==> config.mk <==
export PLATFORM = sky130hd
export DESIGN_NAME = cg_ctrl
export DESIGN_NICKNAME = d
export VERILOG_FILES = /design/src/rtl/cg_pkg.sv /design/src/rtl/cg_idle_cnt.sv /design/src/rtl/cg_ctrl.sv
export SDC_FILE = /design/constraint.sdc
export NUM_CORES = 1
export LEC_CHECK = 0
export ABC_AREA = 1
export BUFFER_PORTS_ARGS = -buffer_cell sky130_fd_sc_hd__buf_2
export CORE_UTILIZATION = 50
export DETAILED_ROUTE_END_ITERATION = 6
export PLACE_DENSITY = 0.74
export SETUP_SLACK_MARGIN = 0.4
export SLEW_MARGIN = 20
export SYNTH_ARGS = -nofsm -noshare
export SYNTH_HDL_FRONTEND = slang
export SYNTH_SLANG_ARGS = --single-unit
==> constraint.sdc <==
create_clock -name clk -period 3.1 [get_ports clk]
set_input_delay 0.155 -clock clk [delete_from_list [all_inputs] [get_ports clk]]
set_output_delay 0.155 -clock clk [all_outputs]
set_load 0.05 [all_outputs]
==> src/rtl/cg_pkg.sv <==
// cg_pkg: shared types and constants for the clock-gating controller.
//   cg_state_e  : controller FSM state encoding
//   CG_STATS_W  : width of the optional gated-cycle statistics counter
package cg_pkg;

    typedef enum logic [2:0] {
        CG_RUN,
        CG_IDLE,
        CG_SREQ,
        CG_GATED,
        CG_WAKE
    } cg_state_e;

    localparam int CG_STATS_W = 32;

endpackage

==> src/rtl/cg_idle_cnt.sv <==
// cg_idle_cnt: saturating idle-cycle counter with threshold compare.
// Ports:
//   clk, rst_n : clock, asynchronous active-low reset
//   clr        : synchronous clear (priority over inc)
//   inc        : increment, saturating at all-ones
//   thr        : threshold; 0 is treated as 1
//   at_thr     : registered count >= effective threshold
module cg_idle_cnt #(
    parameter int CNT_W = 8
) (
    input  logic             clk,
    input  logic             rst_n,
    input  logic             clr,
    input  logic             inc,
    input  logic [CNT_W-1:0] thr,
    output logic             at_thr
);

    logic [CNT_W-1:0] cnt_reg;
    logic [CNT_W-1:0] cnt_next;
    logic [CNT_W-1:0] thr_eff;

    always_comb begin
        cnt_next = cnt_reg;
        if (clr) begin
            cnt_next = '0;
        end else if (inc && (cnt_reg != '1)) begin
            cnt_next = cnt_reg + 1'b1;
        end
    end

    always_ff @(posedge clk or negedge rst_n) begin
        if (!rst_n) begin
            cnt_reg <= '0;
        end else begin
            cnt_reg <= cnt_next;
        end
    end

    // A zero threshold would otherwise request sleep without any idle cycle.
    assign thr_eff = (thr == '0) ? {{(CNT_W-1){1'b0}}, 1'b1} : thr;
    assign at_thr  = (cnt_reg >= thr_eff);

endmodule

==> src/rtl/cg_ctrl.sv <==
// cg_ctrl: clock-gating controller driving the enable of one posedge ICG.
// Watches the domain for sustained idleness, runs a four-phase sleep
// handshake (slp_req/slp_ack), drops ck_en only after the acknowledge, and
// restores the clock on wake with a fixed settle delay before release.
// Ports:
//   clk, rst_n    : source clock (also feeds the ICG), async active-low reset
//   cfg_en        : gating permitted; 0 forces the clock on
//   cfg_idle_thr  : idle cycles required before a sleep request (0 acts as 1)
//   busy          : domain activity
//   wake_req      : level wake request
//   slp_ack       : domain acknowledge of slp_req
//   slp_req       : sleep request to the domain
//   ck_en         : ICG enable, registered
//   gated         : clock currently gated
//   wake_done     : one-cycle pulse on return to RUN after a wake
// Optional (macro CG_STATS_EN):
//   stats_clr     : synchronous clear of gated_cycles
//   gated_cycles  : saturating count of cycles with ck_en low
module cg_ctrl
    import cg_pkg::*;
#(
    parameter int CNT_W       = 8,
    parameter int WAKE_CYCLES = 4
) (
    input  logic                  clk,
    input  logic                  rst_n,
    input  logic                  cfg_en,
    input  logic [CNT_W-1:0]      cfg_idle_thr,
    input  logic                  busy,
    input  logic                  wake_req,
    input  logic                  slp_ack,
`ifdef CG_STATS_EN
    input  logic                  stats_clr,
    output logic [CG_STATS_W-1:0] gated_cycles,
`endif
    output logic                  slp_req,
    output logic                  ck_en,
    output logic                  gated,
    output logic                  wake_done
);

    localparam int WW = $clog2(WAKE_CYCLES + 1);
    localparam logic [WW-1:0] WAKE_LAST = WW'(WAKE_CYCLES);

    cg_state_e     state_reg;
    cg_state_e     state_next;
    logic [WW-1:0] wake_cnt_reg;
    logic [WW-1:0] wake_cnt_next;
    logic          idle;
    logic          at_thr;
    logic          cnt_inc;
    logic          cnt_clr;
    logic          slp_req_next;
    logic          ck_en_next;
    logic          gated_next;
    logic          wake_done_next;

    assign idle = cfg_en & ~busy & ~wake_req;

    // The counter only runs while the FSM is (or stays) in IDLE, so the
    // RUN->IDLE transition naturally loads 1 from a cleared counter.
    assign cnt_inc = (state_next == CG_IDLE);
    assign cnt_clr = ~cnt_inc;

    cg_idle_cnt #(
        .CNT_W (CNT_W)
    ) u_idle_cnt (
        .clk    (clk),
        .rst_n  (rst_n),
        .clr    (cnt_clr),
        .inc    (cnt_inc),
        .thr    (cfg_idle_thr),
        .at_thr (at_thr)
    );

    // State and output registers
    always_ff @(posedge clk or negedge rst_n) begin
        if (!rst_n) begin
            state_reg    <= CG_RUN;
            wake_cnt_reg <= '0;
            slp_req      <= 1'b0;
            ck_en        <= 1'b1;
            gated        <= 1'b0;
            wake_done    <= 1'b0;
        end else begin
            state_reg    <= state_next;
            wake_cnt_reg <= wake_cnt_next;
            slp_req      <= slp_req_next;
            ck_en        <= ck_en_next;
            gated        <= gated_next;
            wake_done    <= wake_done_next;
        end
    end

    // Next-state logic
    always_comb begin
        state_next = state_reg;
        case (state_reg)
            CG_RUN: begin
                // A lingering slp_ack from the last handshake blocks re-request.
                if (idle && !slp_ack) state_next = CG_IDLE;
            end
            CG_IDLE: begin
                if (!idle)       state_next = CG_RUN;
                else if (at_thr) state_next = CG_SREQ;
            end
            CG_SREQ: begin
                // Ack racing a loss of idle: wake, never gate.
                if (!idle)        state_next = slp_ack ? CG_WAKE : CG_RUN;
                else if (slp_ack) state_next = CG_GATED;
            end
            CG_GATED: begin
                if (wake_req || !cfg_en) state_next = CG_WAKE;
            end
            CG_WAKE: begin
                if ((wake_cnt_reg == WAKE_LAST) && !slp_ack) state_next = CG_RUN;
            end
            default: state_next = CG_RUN;
        endcase
    end

    // Output logic; registered above, so outputs track state_next.
    always_comb begin
        wake_cnt_next = '0;
        if ((state_reg == CG_WAKE) && (state_next == CG_WAKE)) begin
            wake_cnt_next = (wake_cnt_reg == WAKE_LAST) ? wake_cnt_reg
                                                        : wake_cnt_reg + 1'b1;
        end
        ck_en_next     = (state_next != CG_GATED);
        gated_next     = (state_next == CG_GATED);
        slp_req_next   = (state_next == CG_SREQ) || (state_next == CG_GATED) ||
                         ((state_next == CG_WAKE) && (wake_cnt_next != WAKE_LAST));
        wake_done_next = (state_reg == CG_WAKE) && (state_next == CG_RUN);
    end

`ifdef CG_STATS_EN
    logic [CG_STATS_W-1:0] gated_cycles_reg;

    always_ff @(posedge clk or negedge rst_n) begin
        if (!rst_n) begin
            gated_cycles_reg <= '0;
        end else if (stats_clr) begin
            gated_cycles_reg <= '0;
        end else if (!ck_en && (gated_cycles_reg != '1)) begin
            gated_cycles_reg <= gated_cycles_reg + 1'b1;
        end
    end

    assign gated_cycles = gated_cycles_reg;
`endif

endmodule
Word-level counts from Yosys, hierarchy flattened
Index checks and enable logic that the tools add are counted.

word-level totals
  flip-flop bits (word level) = 18
  latch bits = 0
  memory bits (writable) = 0
  memory bits (read-only) = 0
  input port bits = 14
  output and inout bits = 4
  logic and storage cells = 55
  memories = 0

operators by class
  add/sub/neg operators = 2
  multiply operators = 0
  divide/modulo/power cells = 0
  order comparisons = 1
  eq/ne operators = 13
  shift operators = 0
  multiplexer cells = 14
  bitwise gates (word level) = 4
  reduce and logical (&&, ||, !) cells = 14

operators with widths
  kind                                                                     number
  3-bit two-way mux                                                        10
  8-bit two-way mux                                                        3
  3-bit one-hot mux with 5 select lines                                    1
  3-bit by 2-bit == test with 1-bit output, second input constant          4
  3-bit == test, second input constant                                     3
  8-bit by 1-bit adder with 8-bit output, second input constant            1
  8-bit >= comparator                                                      1
  8-bit zero test                                                          1
  8-bit inequality test, second input constant                             1
  3-bit by 1-bit == test with 1-bit output, second input constant          2
  1-bit logical AND                                                        6
  3-bit zero test                                                          2
  3-bit by 1-bit adder with 3-bit output, second input constant            1
  1-bit logical OR                                                         3
  3-bit by 2-bit inequality test with 1-bit output, second input constant  1
  3-bit inequality test, second input constant                             1
  1-bit AND                                                                2
  1-bit zero test                                                          2
  2-bit inequality test, second input constant                             1
  1-bit NOT                                                                2

Longest topological paths before layout
  depth in word-level cells = 12
  depth in mapped cells = 16
  gate-level depth less buffers = 16

By module
A second synthesis with hierarchy kept.

second synthesis, totals
  cell total of the unflattened synthesis = 184
  area total of the unflattened synthesis = 1327.5 µm²

by module, submodules not included
  module       instances  cells each  area an instance (µm²)  sequential area each (µm²)
  cg_idle_cnt  1          106         726.9                   200.2
  cg_ctrl      1          78          600.6                   251.5

Worst setup path before layout
OpenSTA, ideal clock, no wires.

  kind = input to register
  start point = in cfg_idle_thr[6]
  end point = reg u_idle_cnt.cnt_reg[0]
  setup time = 76 ps
  data arrival time = 1541 ps
  required time = 3024 ps
  setup slack = 1483 ps
  cell stages on the path = 12
  buffers on the path = 0
  cells stage by stage = nor4_1 > a41o_1 > ha_1 > nand2_1 > nor2_1 > nor2_1 > nand2_1 > nand2_1 > nand2_1 > a21oi_1 > nand4_2 > nor2_1

on the way
  word-level cells in the longest chain between the ends = 9
  elaborated cells on any way between the ends = 10
  those cells by class = 1 x order compare; 2 x eq/ne; 5 x mux; 2 x reduce/logical

RTL lines
  item                                          RTL line           source
  start: declaration                            cg_ctrl.sv:28      input logic [CNT_W-1:0] cfg_idle_thr,
  8-bit zero test                               cg_idle_cnt.sv:41  assign thr_eff = (thr == '0) ? {{(CNT_W-1){1'b0}}, 1'b1} : thr;
  8-bit two-way mux (*)                         cg_idle_cnt.sv:41
  8-bit >= comparator (*)                       cg_idle_cnt.sv:42  assign at_thr = (cnt_reg >= thr_eff);
  3-bit two-way mux (*)                         cg_ctrl.sv:105     else if (at_thr) state_next = CG_SREQ;
  3-bit two-way mux (*)                         cg_ctrl.sv:104     if (!idle) state_next = CG_RUN;
  3-bit one-hot mux with 5 select lines (*)     cg_ctrl.sv:98      case (state_reg)
  3-bit by 1-bit == test with 1-bit output (*)  cg_ctrl.sv:62      assign cnt_inc = (state_next == CG_IDLE);
  1-bit logical AND                             cg_idle_cnt.sv:27  end else if (inc && (cnt_reg != '1)) begin
  2-bit inequality test (no source line)        --
  end signal: assignment                        cg_idle_cnt.sv:36  cnt_reg <= cnt_next;
  end: declaration                              cg_idle_cnt.sv:19  logic [CNT_W-1:0] cnt_reg;

Every way passes the cells marked *; elsewhere a longest branch is shown, timed or not.
A chain may end at the register's enable or synchronous reset.

Worst setup path after layout
  start point = reg u_idle_cnt.cnt_reg[3]
  end point = reg u_idle_cnt.cnt_reg[5]

on the way
  word-level cells in the longest chain between the ends = 7
  elaborated cells on any way between the ends = 11
  those cells by class = 1 x add/sub; 1 x order compare; 3 x eq/ne; 5 x mux; 1 x reduce/logical

RTL lines
  item                                      RTL line
  8-bit >= comparator                       cg_idle_cnt.sv:42
  3-bit two-way mux                         cg_ctrl.sv:105
  3-bit two-way mux                         cg_ctrl.sv:104
  3-bit one-hot mux with 5 select lines     cg_ctrl.sv:98
  3-bit by 1-bit == test with 1-bit output  cg_ctrl.sv:62
  1-bit logical AND                         cg_idle_cnt.sv:27
  2-bit inequality test (no source line)    --

Parallel ways exist; a longest one is shown, timed or not. The select of a mux whose other input is x is not followed.

==> flow_metrics.tcl <==
set metrics [dict create \
    coreArea_sq_um 2040 \
    wirelength_um 2020 \
    cp-end-kind "register" \
    synth_ff_type "dfrtp_1" \
    status "finished, final reports clean" \
    ys_async_sr_fraction_pct 100 \
    vdd_drop_max_uv 356 \
    synth_area_leaders "dfrtp_1 (37%), ha_1 (12%), nand2_1 (9.2%)" \
    synth-compound-area-share_pct 7.59 \
    synth_common_cells "nand2_1 (28), inv_1 (26), nor2_1 (18), dfrtp_1 (17), ha_1 (11)" \
    fillerInstances 201 \
    die_area_sq_um 2470 \
    hpwl_um 1650 \
    crit_buf_inv 0 \
    r2r_end "u_idle_cnt.cnt_reg[5]" \
    fin_tns_setup_ns 0 \
    synth_top_family_by_area "simple AND/OR/NAND/NOR gates" \
    postCtsSetupBuffers 0 \
    power_leakage_uw 0.000719 \
    yosys_warnings 0 \
    hold_class "input port to register" \
    relSlewSlack_pct 73.7 \
    cts_made_buffers 3 \
    synth_nets 170 \
    synth_area_per_cell_sq_um 7.84 \
    area_growth_syn_to_layout_pct 14.5 \
    powerDensity_nw_per_um2 382 \
    drv_slew 0 \
    yosys.cell_types.count 26 \
    r2r-start "u_idle_cnt.cnt_reg[3]" \
    grt_max_degree 19 \
    gr-total-overflow 0 \
    vias_per_cell 4.96 \
    insertion_delay_ns 0.29 \
    synth_edf_count 0 \
    antenna_cells 0 \
    rsz0062_at_grt "false" \
    drc 0 \
    io_buffer_count 17 \
    worst_setup_path_start_kind "register" \
    fin_crit_sh_pct 57.8 \
    synth_mux_area_share_pct 0 \
    synth_area_sq_um 1140 \
    yosysMostFrequentCell "nand2_1" \
    synth-simple-area-share_pct 29.4 \
    synth_xor_area_share_pct 2.31 \
    critPathMaxFanout 8 \
    fp.dieW_um 49.7 \
    critPathRequiredTime_ns 3.32 \
    cpMaxStageDelayCell "dfrtp_1" \
    yosys.area.top_type "dfrtp_1" \
    slowest_delay_ns 0.46 \
    firstDrtPassIters 4 \
    postRouteAntennaNets 0 \
    cts_sinks 18 \
    synth_seq_area_share_pct 39.7 \
    htree_levels 1 \
    final-setup-viol-count 0 \
    fp.dieH_um 49.7 \
    grt_pass1_wl_um 3710 \
    track_usage_pct 19.3 \
    critPathKind "register to register" \
    cp-endpoint "u_idle_cnt.cnt_reg[5]" \
    synth_fa_ha_area_share_pct 12.1 \
    fp-row-count 16 \
    grt_pass1_vias 916 \
    synth_top_area_share_pct 37.4 \
    arrival_ns 2.01 \
    tightest_slew_ns 0.395 \
    vias 963 \
    period_needed_ns 1.79 \
    synth_seq_cells 18 \
    drt_iter0_markers 21 \
    p_total_uw 497 \
    max_freq_mhz 558 \
    final_util_pct 63.8 \
    cp_top_family "simple AND/OR/NAND/NOR gates" \
    clkSlewWorstSetupHoldPaths_ns 0.09 \
    path_depth 10 \
    hold_violations 0 \
    drv_cap 0 \
    ioPinCount 18 \
    skew_ns 0.00223 \
    synthCells 145 \
    crit_path_frequent_cell "nand2_1" \
    drive_gt1_share_pct 19.2 \
    antenna_found_initial 0 \
    wl_per_cell_um 10.4 \
    globalplace.congestion 0.806 \
    initial_core_util_pct 55.7 \
    cts_buffer_depth 2 \
    reg2reg_depth 10 \
    hp-start "busy" \
    cts_root_buffer "clkbuf_4" \
    hold-path-cell-count 4 \
    cts_resized 0 \
    startpoint "u_idle_cnt.cnt_reg[3]" \
    tritoncts "done" \
    largest_reg_flops 8 \
    reg2reg_slack_ns 1.31 \
    nNetsFinal 193 \
    worstPathCellList "ha_1, nand2_1, nand2_1, nor2_1, nand2_1, nand2_1, nand2_1, a21oi_1, nand4_2, nor2_1" \
]
==> power by group <==
group | internal [uW] | switching (uW)
Sequential | 248 | 8.03
Combinational | 31.6 | 70.4
Clock | 71.6 | 67.0
==> what timing repair did <==
action	CTS	global route
endpoints found under the setup margin	0	0
endpoints found under the hold margin	17	0
hold buffers	1	0
==> metrics by stage <==
step	instance area, sq um	hold slack, ns	cells	setup WS, ns
2_1_floorplan	1140	-0.141	145	1.48
5_1_grt	1300	0.167	194	1.12
3_5_place_dp	1260	0.102	189	1.20
6_report	1300	0.164	194	1.31
3_3_place_gp	1260	0.100	189	1.22
4_1_cts	1300	0.151	194	1.31
==> how the worst min path moves through the flow <==
| stage | endpoint | slack [ns] |
|---|---|---|
| after global placement | u_idle_cnt.cnt_reg[1] | 0.10 |
| final | state_reg[0] | 0.16 |
| after detailed placement | u_idle_cnt.cnt_reg[4] | 0.10 |
| after CTS | state_reg[0] | 0.15 |
| after floorplan | gated | -0.14 |
| after global routing | state_reg[0] | 0.17 |
==> worst min-delay path, stage by stage <==
cell,delay [ns]
buf_2,0.08
nor3_2,0.06
nand2_1,0.06
nand2_1,0.06
==> kinds of logic (layout without fill, tap and decap cells) <==
logic type | Yosys count | in the layout
compound gates | 15 | 15
xor+xnor | 3 | 3
buf+inv | 27 | 49
fa+ha+maj | 11 | 11
flops | 18 | 18
simple gates | 71 | 71
==> layout by cell type, fill, tap and decap left out, types with 3 or more instances in the layout <==
| master | synthesis | final |
|---|---|---|
| a21oi_1 | 3 | 3 |
| nor3_1 | 4 | 4 |
| o21ai_1 | 4 | 4 |
| inv_1 | 26 | 26 |
| nand2_1 | 28 | 28 |
| dfrtp_1 | 17 | 17 |
| clkbuf_4 | 0 | 3 |
| nor2_1 | 18 | 18 |
| buf_2 | 0 | 17 |
| o21ai_0 | 5 | 5 |
| ha_1 | 11 | 11 |
| nand3_1 | 8 | 8 |
==> routing by layer <==
metal  GRT usage [%]  wire length, um
met1            27.3             1030
met2            30.0              913
met5               0                0
met4            8.57               21
met3            1.85               55
==> area by class of cell <==
type / instances / area, sq um / area share (%)
multi-input cells: 100 / 584 / 44.9
inverters: 27 / 101 / 7.78
repair buffers: 18 / 95.1 / 7.30
clock buffers: 4 / 36.3 / 2.79
flip-flops and latches: 18 / 452 / 34.7
well taps: 27 / 33.8 / 2.59
No activity file was read; power rests on OpenSTA's default activity.
